<file path="src/rtl/cpu_hazard_scoreboard_pkg.sv">
// rtl/cpu_hazard_scoreboard_pkg.sv - shared constants and types for the hazard scoreboard
//
// Purpose: forwarding select codes, PC/result source codes used by the hazard
//          logic, and a bundle type for the individual stall causes.
// Ports:   none (package).

package cpu_hazard_scoreboard_pkg;

    // E-stage operand forwarding selects
    localparam logic [1:0] FORWARD_NONE      = 2'b00;
    localparam logic [1:0] FORWARD_WRITEBACK = 2'b01;
    localparam logic [1:0] FORWARD_MEMORY    = 2'b10;

    // PC source: anything other than PC+4 redirects fetch
    localparam logic [2:0] PC_SRC_PC_PLUS_4  = 3'b000;

    // Result source: data memory marks a load
    localparam logic [2:0] RESULT_SRC_DATA   = 3'b001;

    // Individual reasons the D stage must hold
    typedef struct packed {
        logic lw_stall;
        logic lu_raw;
        logic lu_full;
        logic csr_stall;
    } hazard_t;

    function automatic logic any_hazard(input hazard_t h);
        return h.lw_stall | h.lu_raw | h.lu_full | h.csr_stall;
    endfunction

endpackage

</file>
<file path="src/rtl/cpu_scoreboard.sv">
// rtl/cpu_scoreboard.sv - pending-register scoreboard for long-latency units
//
// Purpose: tracks which architectural registers await a result from a
//          variable-latency unit, counts ops in flight and flags protocol
//          violations (sticky).
// Ports:
//   clk, rst_n              clock, asynchronous active-low reset
//   i_issue, i_issue_rd     op dispatched, destination register
//   i_done, i_done_rd       op completed, destination register
//   i_rd_a/o_pend_a         combinational read port A
//   i_rd_b/o_pend_b         combinational read port B
//   i_waw_rd/o_pend_waw     combinational read port for WAW checks
//   o_count                 ops currently outstanding
//   o_error                 sticky protocol violation

module cpu_scoreboard #(
    parameter  int NUM_REGS        = 32,
    parameter  int MAX_OUTSTANDING = 4,
    localparam int REG_W           = $clog2(NUM_REGS),
    localparam int CNT_W           = $clog2(MAX_OUTSTANDING + 1)
) (
    input  logic             clk,
    input  logic             rst_n,
    input  logic             i_issue,
    input  logic [REG_W-1:0] i_issue_rd,
    input  logic             i_done,
    input  logic [REG_W-1:0] i_done_rd,
    input  logic [REG_W-1:0] i_rd_a,
    input  logic [REG_W-1:0] i_rd_b,
    input  logic [REG_W-1:0] i_waw_rd,
    output logic             o_pend_a,
    output logic             o_pend_b,
    output logic             o_pend_waw,
    output logic [CNT_W-1:0] o_count,
    output logic             o_error
);

    localparam logic [CNT_W-1:0] CNT_MAX = CNT_W'(MAX_OUTSTANDING);

    logic [NUM_REGS-1:0] r_pending;
    logic [CNT_W-1:0]    r_count;
    logic                r_error;

    logic [NUM_REGS-1:0] w_pending_next;
    logic                w_full;
    logic                w_inc;
    logic                w_dec;
    logic                w_err_now;

    assign w_full = (r_count == CNT_MAX);
    // A completion with nothing in flight is bogus and must not wrap the count.
    assign w_dec  = i_done && (r_count != '0);
    // A completion in the same cycle frees a slot, so a full-count issue is legal then.
    assign w_inc  = i_issue && (!w_full || w_dec);

    assign w_err_now = (i_done && (r_count == '0))
                     || (i_done && (i_done_rd != '0) && !r_pending[i_done_rd])
                     || (i_issue && w_full && !w_dec);

    // Clear before set: an issue and completion to the same register keep it pending.
    always_comb begin
        w_pending_next = r_pending;
        if (i_done) begin
            w_pending_next[i_done_rd] = 1'b0;
        end
        if (i_issue) begin
            w_pending_next[i_issue_rd] = 1'b1;
        end
        w_pending_next[0] = 1'b0;
    end

    always_ff @(posedge clk or negedge rst_n) begin
        if (!rst_n) begin
            r_pending <= '0;
            r_count   <= '0;
            r_error   <= 1'b0;
        end else begin
            r_pending <= w_pending_next;
            case ({w_inc, w_dec})
                2'b10:   r_count <= r_count + 1'b1;
                2'b01:   r_count <= r_count - 1'b1;
                default: r_count <= r_count;
            endcase
            if (w_err_now) begin
                r_error <= 1'b1;
            end
        end
    end

    assign o_pend_a   = r_pending[i_rd_a];
    assign o_pend_b   = r_pending[i_rd_b];
    assign o_pend_waw = r_pending[i_waw_rd];
    assign o_count    = r_count;
    assign o_error    = r_error;

endmodule

</file>
<file path="src/rtl/cpu_hazard_scoreboard.sv">
// rtl/cpu_hazard_scoreboard.sv - five-stage hazard unit with long-latency scoreboard
//
// Purpose: E-stage forwarding, load-use / long-latency RAW+WAW / capacity / CSR
//          drain stalls, jump and interrupt flushes, interrupt-ready handshake.
// Ports:
//   clk, rst_n                          clock, asynchronous active-low reset
//   rs1_d, rs2_d, rd_d, lu_req_d        D-stage fields, D op is long-latency
//   rs1_e, rs2_e, rd_e                  E-stage fields
//   pc_src_e, result_src_e              E-stage control (jump, load)
//   csr_write_e, lu_issue_e             E-stage CSR write, long op dispatch
//   reg_write_m, rd_m                   M-stage destination
//   reg_write_w, rd_w                   W-stage destination
//   lu_done, lu_rd                      long unit writeback
//   int_ack                             interrupt taken
//   forward_a_e, forward_b_e            forwarding selects
//   stall_f, stall_d, flush_d/e/m       pipeline control
//   int_ready                           safe point for interrupt entry
//   sb_error                            sticky scoreboard protocol violation

module cpu_hazard_scoreboard
    import cpu_hazard_scoreboard_pkg::*;
#(
    parameter  int NUM_REGS        = 32,
    parameter  int MAX_OUTSTANDING = 4,
    parameter  int CSR_DRAIN       = 2,
    localparam int REG_W           = $clog2(NUM_REGS)
) (
    input  logic             clk,
    input  logic             rst_n,
    input  logic [REG_W-1:0] rs1_d,
    input  logic [REG_W-1:0] rs2_d,
    input  logic [REG_W-1:0] rd_d,
    input  logic             lu_req_d,
    input  logic [REG_W-1:0] rs1_e,
    input  logic [REG_W-1:0] rs2_e,
    input  logic [REG_W-1:0] rd_e,
    input  logic [2:0]       pc_src_e,
    input  logic [2:0]       result_src_e,
    input  logic             csr_write_e,
    input  logic             lu_issue_e,
    input  logic             reg_write_m,
    input  logic [REG_W-1:0] rd_m,
    input  logic             reg_write_w,
    input  logic [REG_W-1:0] rd_w,
    input  logic             lu_done,
    input  logic [REG_W-1:0] lu_rd,
    input  logic             int_ack,
    output logic [1:0]       forward_a_e,
    output logic [1:0]       forward_b_e,
    output logic             stall_f,
    output logic             stall_d,
    output logic             flush_d,
    output logic             flush_e,
    output logic             flush_m,
    output logic             int_ready,
    output logic             sb_error
);

    localparam int CNT_W = $clog2(MAX_OUTSTANDING + 1);
    localparam int DR_W  = $clog2(CSR_DRAIN + 1);

    localparam logic [CNT_W:0]  CNT_LIMIT = (CNT_W + 1)'(MAX_OUTSTANDING);
    localparam logic [DR_W-1:0] DR_LOAD   = DR_W'(CSR_DRAIN);

    logic [DR_W-1:0]  r_drain;

    logic             w_pend_rs1;
    logic             w_pend_rs2;
    logic             w_pend_rd;
    logic [CNT_W-1:0] w_count;
    logic [CNT_W:0]   w_count_ahead;
    logic             w_jump_flush;
    logic             w_hz;
    hazard_t          w_haz;

    // M holds the younger result, so it wins over W; x0 is hardwired zero.
    function automatic logic [1:0] fwd_sel(
        input logic [REG_W-1:0] src,
        input logic             wm,
        input logic [REG_W-1:0] dm,
        input logic             ww,
        input logic [REG_W-1:0] dw
    );
        if (src == '0)             return FORWARD_NONE;
        if (wm && (dm == src))     return FORWARD_MEMORY;
        if (ww && (dw == src))     return FORWARD_WRITEBACK;
        return FORWARD_NONE;
    endfunction

    // A D-stage register conflicts if it is pending or is being claimed by E right now.
    function automatic logic lu_conflict(input logic [REG_W-1:0] r, input logic pend);
        return (r != '0) && (pend || (lu_issue_e && (r == rd_e)));
    endfunction

    cpu_scoreboard #(
        .NUM_REGS        (NUM_REGS),
        .MAX_OUTSTANDING (MAX_OUTSTANDING)
    ) u_sb (
        .clk        (clk),
        .rst_n      (rst_n),
        .i_issue    (lu_issue_e && !int_ack),
        .i_issue_rd (rd_e),
        .i_done     (lu_done),
        .i_done_rd  (lu_rd),
        .i_rd_a     (rs1_d),
        .i_rd_b     (rs2_d),
        .i_waw_rd   (rd_d),
        .o_pend_a   (w_pend_rs1),
        .o_pend_b   (w_pend_rs2),
        .o_pend_waw (w_pend_rd),
        .o_count    (w_count),
        .o_error    (sb_error)
    );

    assign forward_a_e = fwd_sel(rs1_e, reg_write_m, rd_m, reg_write_w, rd_w);
    assign forward_b_e = fwd_sel(rs2_e, reg_write_m, rd_m, reg_write_w, rd_w);

    assign w_jump_flush  = (pc_src_e != PC_SRC_PC_PLUS_4);
    // Count as it will be once the op currently in E has dispatched.
    assign w_count_ahead = {1'b0, w_count} + {{CNT_W{1'b0}}, lu_issue_e};

    assign w_haz.lw_stall  = (result_src_e == RESULT_SRC_DATA)
                           && ((rs1_d == rd_e) || (rs2_d == rd_e));
    assign w_haz.lu_raw    = lu_conflict(rs1_d, w_pend_rs1)
                           || lu_conflict(rs2_d, w_pend_rs2)
                           || lu_conflict(rd_d,  w_pend_rd);
    assign w_haz.lu_full   = lu_req_d && (w_count_ahead >= CNT_LIMIT);
    assign w_haz.csr_stall = csr_write_e || (r_drain != '0);

    assign w_hz = any_hazard(w_haz);

    always_ff @(posedge clk or negedge rst_n) begin
        if (!rst_n) begin
            r_drain <= '0;
        end else if (int_ack) begin
            r_drain <= '0;
        end else if (csr_write_e) begin
            r_drain <= DR_LOAD;
        end else if (r_drain != '0) begin
            r_drain <= r_drain - 1'b1;
        end
    end

    // Interrupt entry overrides everything: squash D/E/M and let fetch redirect.
    always_comb begin
        stall_f = 1'b0;
        stall_d = 1'b0;
        flush_d = 1'b0;
        flush_e = 1'b0;
        flush_m = 1'b0;
        if (int_ack) begin
            flush_d = 1'b1;
            flush_e = 1'b1;
            flush_m = 1'b1;
        end else begin
            flush_d = w_jump_flush;
            flush_e = w_jump_flush | w_hz;
            stall_f = w_hz;
            stall_d = w_hz;
        end
    end

    assign int_ready = (w_count == '0) && !w_haz.csr_stall;

endmodule
</file>
<file path="config.mk">
export PLATFORM = sky130hd
export DESIGN_NAME = cpu_hazard_scoreboard
export DESIGN_NICKNAME = d
export VERILOG_FILES = /design/src/rtl/cpu_hazard_scoreboard_pkg.sv /design/src/rtl/cpu_scoreboard.sv /design/src/rtl/cpu_hazard_scoreboard.sv
export SDC_FILE = /design/constraint.sdc
export NUM_CORES = 1
export LEC_CHECK = 0
export BUFFER_PORTS_ARGS = -buffer_cell sky130_fd_sc_hd__buf_4
export CAP_MARGIN = 15
export CORE_MARGIN = 2
export CORE_UTILIZATION = 45
export CTS_CLUSTER_DIAMETER = 60
export DETAILED_ROUTE_END_ITERATION = 10
export GPL_ROUTABILITY_DRIVEN = 0
export PLACE_DENSITY = 0.66
export RECOVER_POWER = 100
export SLEW_MARGIN = 20
export SYNTH_ARGS = -nofsm -noshare
export SYNTH_HDL_FRONTEND = slang
export SYNTH_HIERARCHICAL = 1
export SYNTH_SLANG_ARGS = --single-unit
export TNS_END_PERCENT = 30
</file>
<file path="constraint.sdc">
create_clock -name clk -period 10.1 [get_ports clk]
set_input_delay 2.02 -clock clk [delete_from_list [all_inputs] [get_ports clk]]
set_output_delay 2.02 -clock clk [all_outputs]
set_load 0.005 [all_outputs]
</file>
## Word-level counts from Yosys, hierarchy flattened

Index checks and enable logic that the tools add are counted.

| operators by class | value |
|---|---|
| add/sub/neg operators | 4 |
| magnitude comparators | 8 |
| eq/ne operators | 11 |
| multiplexer cells | 46 |
| bitwise gates (word level) | 7 |
| reduce and logical (&&, ||, !) cells | 50 |

Operators with widths:

| cell | number |
|---|---|
| 32-bit two-way mux | 2 |
| 5-bit == test | 7 |
| 32-bit AND | 1 |
| 32-bit inverter | 1 |
| 32-bit OR | 1 |
| 5-bit by 6-bit less-than comparator with 1-bit output (second input constant) | 5 |
| 2-bit two-way mux | 15 |
| 1-bit logical AND | 23 |
| 1-bit two-way mux | 22 |
| 1-bit binary-select mux with 5-bit select | 4 |
| 5-bit nonzero test | 4 |
| 1-bit demux with 5-bit select | 2 |
| 5-bit by 1-bit >= comparator with 1-bit output (second input constant) | 2 |
| 5-bit logical NOT | 2 |
| 1-bit logical OR | 10 |
| 3-bit nonzero test | 3 |
| 3-bit one-hot mux with 2 select lines | 1 |
| 1-bit logical NOT | 5 |
| 3-bit by 1-bit adder with 4-bit output | 1 |
| 4-bit by 3-bit >= comparator with 1-bit output (second input constant) | 1 |
| 1-bit OR | 4 |
| 2-bit nonzero test | 2 |
| 3-bit by 1-bit adder with 3-bit output (second input constant) | 1 |
| 3-bit by 1-bit == test with 1-bit output (second input constant) | 1 |
| other kinds (6) | 6 |

| storage, ports and cells | value |
|---|---|
| flip-flop bits (word level) | 37 |
| input port bits | 60 |
| output and inout bits | 11 |

## Depth between registers and ports, before layout

| depth | value |
|---|---|
| depth after elaboration | 11 |
| mapped depth | 11 |
| mapped depth without buffers | 9 |

## Cells and area by module

Netlist, hierarchy kept.

By module, submodules not included:

| module | times used | cells an instance | area each (um^2) | sequential area each (um^2) |
|---|---|---|---|---|
| cpu_scoreboard | 1 | 234 | 2557.5 | 875.8 |
| cpu_hazard_scoreboard | 1 | 97 | 739.5 | 50.0 |

## Least setup slack after synthesis

No wires, ideal clock.

| timing path | value |
|---|---|
| path type | in2out |
| from | input port rd_d[0] |
| to | output port stall_f |
| data arrival time | 4314 ps |
| required time | 8080 ps |
| path slack | 3766 ps |
| stages on the path | 10 |
| path buffers | 2 |
| cell sequence | buf_2 -> mux4_2 -> mux4_2 -> mux2_2 -> nand2b_1 -> a21oi_1 -> nor3_1 -> a211oi_2 -> a31oi_1 -> buf_4 |

| between the ends | value |
|---|---|
| cells in the longest elaborated chain, start to end | 9 |
| elaborated cells between the ends (all ways) | 12 |

RTL lines:

| what | RTL line | RTL |
|---|---|---|
| start: declaration | cpu_hazard_scoreboard.sv:32 | `input logic [REG_W-1:0] rd_d,` |
| 1-bit binary-select mux with 5-bit select | cpu_scoreboard.sv:92 | `assign o_pend_waw = r_pending[i_waw_rd];` |
| 1-bit two-way mux (not written as such) | cpu_scoreboard.sv:92 |  |
| named net w_pend_rd | cpu_hazard_scoreboard.sv:69 | `logic w_pend_rd;` |
| 1-bit logical OR | cpu_hazard_scoreboard.sv:92 | `return (r != '0) && (pend \|\| (lu_issue_e && (r == rd_e)));` |
| 1-bit logical AND | cpu_hazard_scoreboard.sv:92 |  |
| 1-bit logical OR | cpu_hazard_scoreboard.sv:126 | `\|\| lu_conflict(rd_d, w_pend_rd);` |
| 1-bit OR (3 in a row) | cpu_hazard_scoreboard_pkg.sv:29 | `return h.lw_stall \| h.lu_raw \| h.lu_full \| h.csr_stall;` |
| 1-bit two-way mux | -- |  |
| end: declaration | cpu_hazard_scoreboard.sv:50 | `output logic stall_f,` |

The timed path passes the listed nets, and every way through them passes these cells. The select of a mux whose other input is x is not followed.

## Worst setup path after layout

| timing path | value |
|---|---|
| from | input port rd_d[0] |
| to | output port stall_d |

| between the ends | value |
|---|---|
| cells in the longest elaborated chain, start to end | 9 |
| elaborated cells between the ends (all ways) | 12 |

RTL lines:

| what | RTL line | RTL |
|---|---|---|
| 1-bit binary-select mux with 5-bit select | cpu_scoreboard.sv:92 |  |
| 1-bit two-way mux (not written as such) | cpu_scoreboard.sv:92 |  |
| named net w_pend_rd | cpu_hazard_scoreboard.sv:69 |  |
| 1-bit logical OR | cpu_hazard_scoreboard.sv:92 |  |
| 1-bit logical AND | cpu_hazard_scoreboard.sv:92 |  |
| 1-bit logical OR | cpu_hazard_scoreboard.sv:126 |  |
| 1-bit OR (3 in a row) | cpu_hazard_scoreboard_pkg.sv:29 |  |
| 1-bit two-way mux | cpu_hazard_scoreboard.sv:151 | `if (int_ack) begin` |
| end: declaration | cpu_hazard_scoreboard.sv:51 | `output logic stall_d,` |

The timed path passes the listed nets, and every way through them passes these cells. The select of a mux whose other input is x is not followed.

==> results_dict.tcl <==
set metrics [dict create \
    outcome "finished with violations" \
    failed_checks "max-capacitance violations, max-slew violations" \
    maxCapViolCount 1 \
    reg2reg_slack_ns 7.90 \
    cts_hold_buf 0 \
    antennaDiodeCount 0 \
    layout_common_cells "o21ai_0, buf_4, dfrtp_1" \
    netlist_area_um2 3297 \
    dp_hpwl_mm 7.246 \
    hold_viol 0 \
    antenna_found_initial 0 \
    cts_setup_buffers 0 \
    grt_pass1_wl_mm 14.77 \
    synthTopCellsByArea "dfrtp_1, mux4_2, o21ai_0" \
    ff2ff_path_depth 7 \
    async_flop_share_pct 100.0 \
    synth_edf_count 0 \
    layout.area.seq_um2 925.9 \
    dp_cells 481 \
    route.detailed.drc 0 \
    rsz0062_at_grt "false" \
    start_kind "input pin" \
    multi_input_area_um2 2241 \
    synth_fp_nets 393 \
    clockRootBuffer "clkbuf_8" \
    timing.final.crit_share_pct 68.62 \
    die_area_um2 8027 \
    worst_pin_slew_ns 1.984 \
    holdWs_ns 0.5061 \
    port_buffers 70 \
    coreArea_um2 7176 \
    die_h_um 89.60 \
    yosys.area.top_type "dfrtp_1" \
    cellPowerDensity_nw_per_um2 137.5 \
    fillers 664 \
    numCtsBuffers 5 \
    tns_ns 0 \
    ir_drop_v 0.00005056 \
    cp.arrival_ns 4.91 \
    yosys_register_bits 37 \
    hp-start "u_sb/o_error" \
    slew_violations 38 \
    r2r_start "u_sb/o_count[2]" \
    p_leak_nw 1.560 \
    gr-usage-all-layers_pct 24.65 \
    cts_max_path_buffers 2 \
    grt_pass1_vias 2993 \
    clkSinkCount 37 \
    tritoncts "yes" \
    setup_viol 0 \
    num_rows 31 \
    skew_ns 0.002412 \
    startpoint "rd_d[0]" \
    area_growth_pct 18.82 \
    required_ns 8.08 \
    period_needed_ns 6.931 \
    synth_ff_type "dfrtp_1" \
    cp-end-kind "primary output" \
    initial_core_util_pct 45.95 \
    die_x_um 89.60 \
    reg2reg_to "u_sb/o_count[1]" \
    grt_max_degree 38 \
    ant_nets 0 \
    avgRoutedWirePerCell_um 19.35 \
    cp_max_fo 11 \
    netlist.area_leader.share_pct 28.08 \
    drt-initial-drc-count 267 \
    num-nets-final 451 \
    via_per_inst 6.318 \
    ios 71 \
    gr-total-overflow 0 \
    ys_types 54 \
    drtPass1Iterations 5 \
    final_common_cell "o21ai_0" \
    slew_headroom_pct -32.24 \
    syn_inst 331 \
    final_layout_size_suffix_gt1_share_pct 29.05 \
    synth-seq-area-share_pct 28.08 \
    drt-total-wl_mm 9.444 \
    fin_cells 488 \
    vias 3083 \
    htreeDepth 2 \
    synth_area_per_cell_um2 9.960 \
    cts.clk_slew.worst_paths_ns 0.07 \
    postLayoutCoreUtil_pct 54.59 \
    worstSetupPathType "input pin to primary output" \
    crit_end "stall_d" \
    worstSkewPairLatency_ns 0.29 \
    hold_path.class "flop to flop" \
    ys.warnings.count 6 \
    cts-resized-gates 0 \
    clock.fmax_ghz 0.1443 \
]
-- how the worst min path moves through the flow --
| stage | depth (start not counted) | slack (ns) | endpoint |
|---|---|---|---|
| 3_5_place_dp | 1 | 0.50 | u_sb/o_error |
| 3_3_place_gp | 1 | 0.47 | u_sb/o_error |
| 4_1_cts | 1 | 0.52 | u_sb/o_error |
| 5_1_grt | 1 | 0.56 | u_sb/o_error |
| 6_report | 1 | 0.51 | u_sb/o_error |
| 2_1_floorplan | 1 | 0.47 | u_sb/o_error |
-- metrics by stage --
step	power (mW)	instance area (µm²)	setup WS (ns)
after global routing	0.5756	3918	2.916
after floorplan	0.3635	3297	3.766
after detailed placement	0.4353	3859	3.696
after CTS	0.5406	3945	3.691
final	0.5385	3918	3.169
after global placement	0.4299	3859	3.730
-- critical path, cell delays in order --
cell and delay (ns):
clkbuf_1 0.53, mux4_2 0.58, mux4_2 0.46, mux2_1 0.34
nand2b_1 0.16, a21oi_1 0.12, nor3_1 0.08, a211oi_1 0.30
a31oi_1 0.16, buf_4 0.16
-- Yosys cell counts (4+ instances only) --
cell type	count
buf_2	7
nand2b_1	7
a21oi_1	9
nand4_1	4
xor2_1	14
o21ai_0	69
or4_1	5
mux2i_1	14
xnor2_1	18
nand2_1	5
or3_1	4
nor2_1	16
nand3_1	7
dfrtp_1	37
mux4_2	30
clkbuf_1	10
or3b_2	4
a31oi_1	6
nand3b_1	8
nor3_1	6
inv_1	9
-- metal layers --
metal  up-vias  wire [µm]  global-route usage (%)
li1       1398          -                       -
met1      1467       3665                   31.09
met2       192       4556                   41.44
met3        26        989                   5.941
met4         0        232                   8.684
met5         -          0                       0
-- state kept, by name, summed over array words and instances, names as in the netlist --
signal and count:
u_sb/o_error 1, u_sb/o_count 3, r_drain 2, u_sb/r_pending 31
-- report_power, final --
| group | internal [mW] | switching [mW] |
|---|---|---|
| sequential | 0.178 | 0.0486 |
| combinational | 0.116 | 0.0915 |
| clock | 0.0541 | 0.0503 |
-- cell families (layout without fill, tap and decap cells) --
logic type                 Yosys count  in the layout  synth area share, %
AOI/OAI and AO/OA                  103            103                18.14
DFF                                 37             37                28.08
adders and majority gates            2              2               0.9867
buffers and inverters               29             87                3.795
xor gates and xnor gates            32             32                8.501
muxes                               47             47                25.77
and+or+nand+nor                     81             81                14.72
-- final cells by class --
cell class,instances,share of cell area [%]
multi-input combinational,265,57.20
sequential,37,23.63
timing repair buffer,70,12.84
tap,99,3.162
clock buffer,7,2.204
inverter,10,0.9582
(Power assumes the default switching activity.)
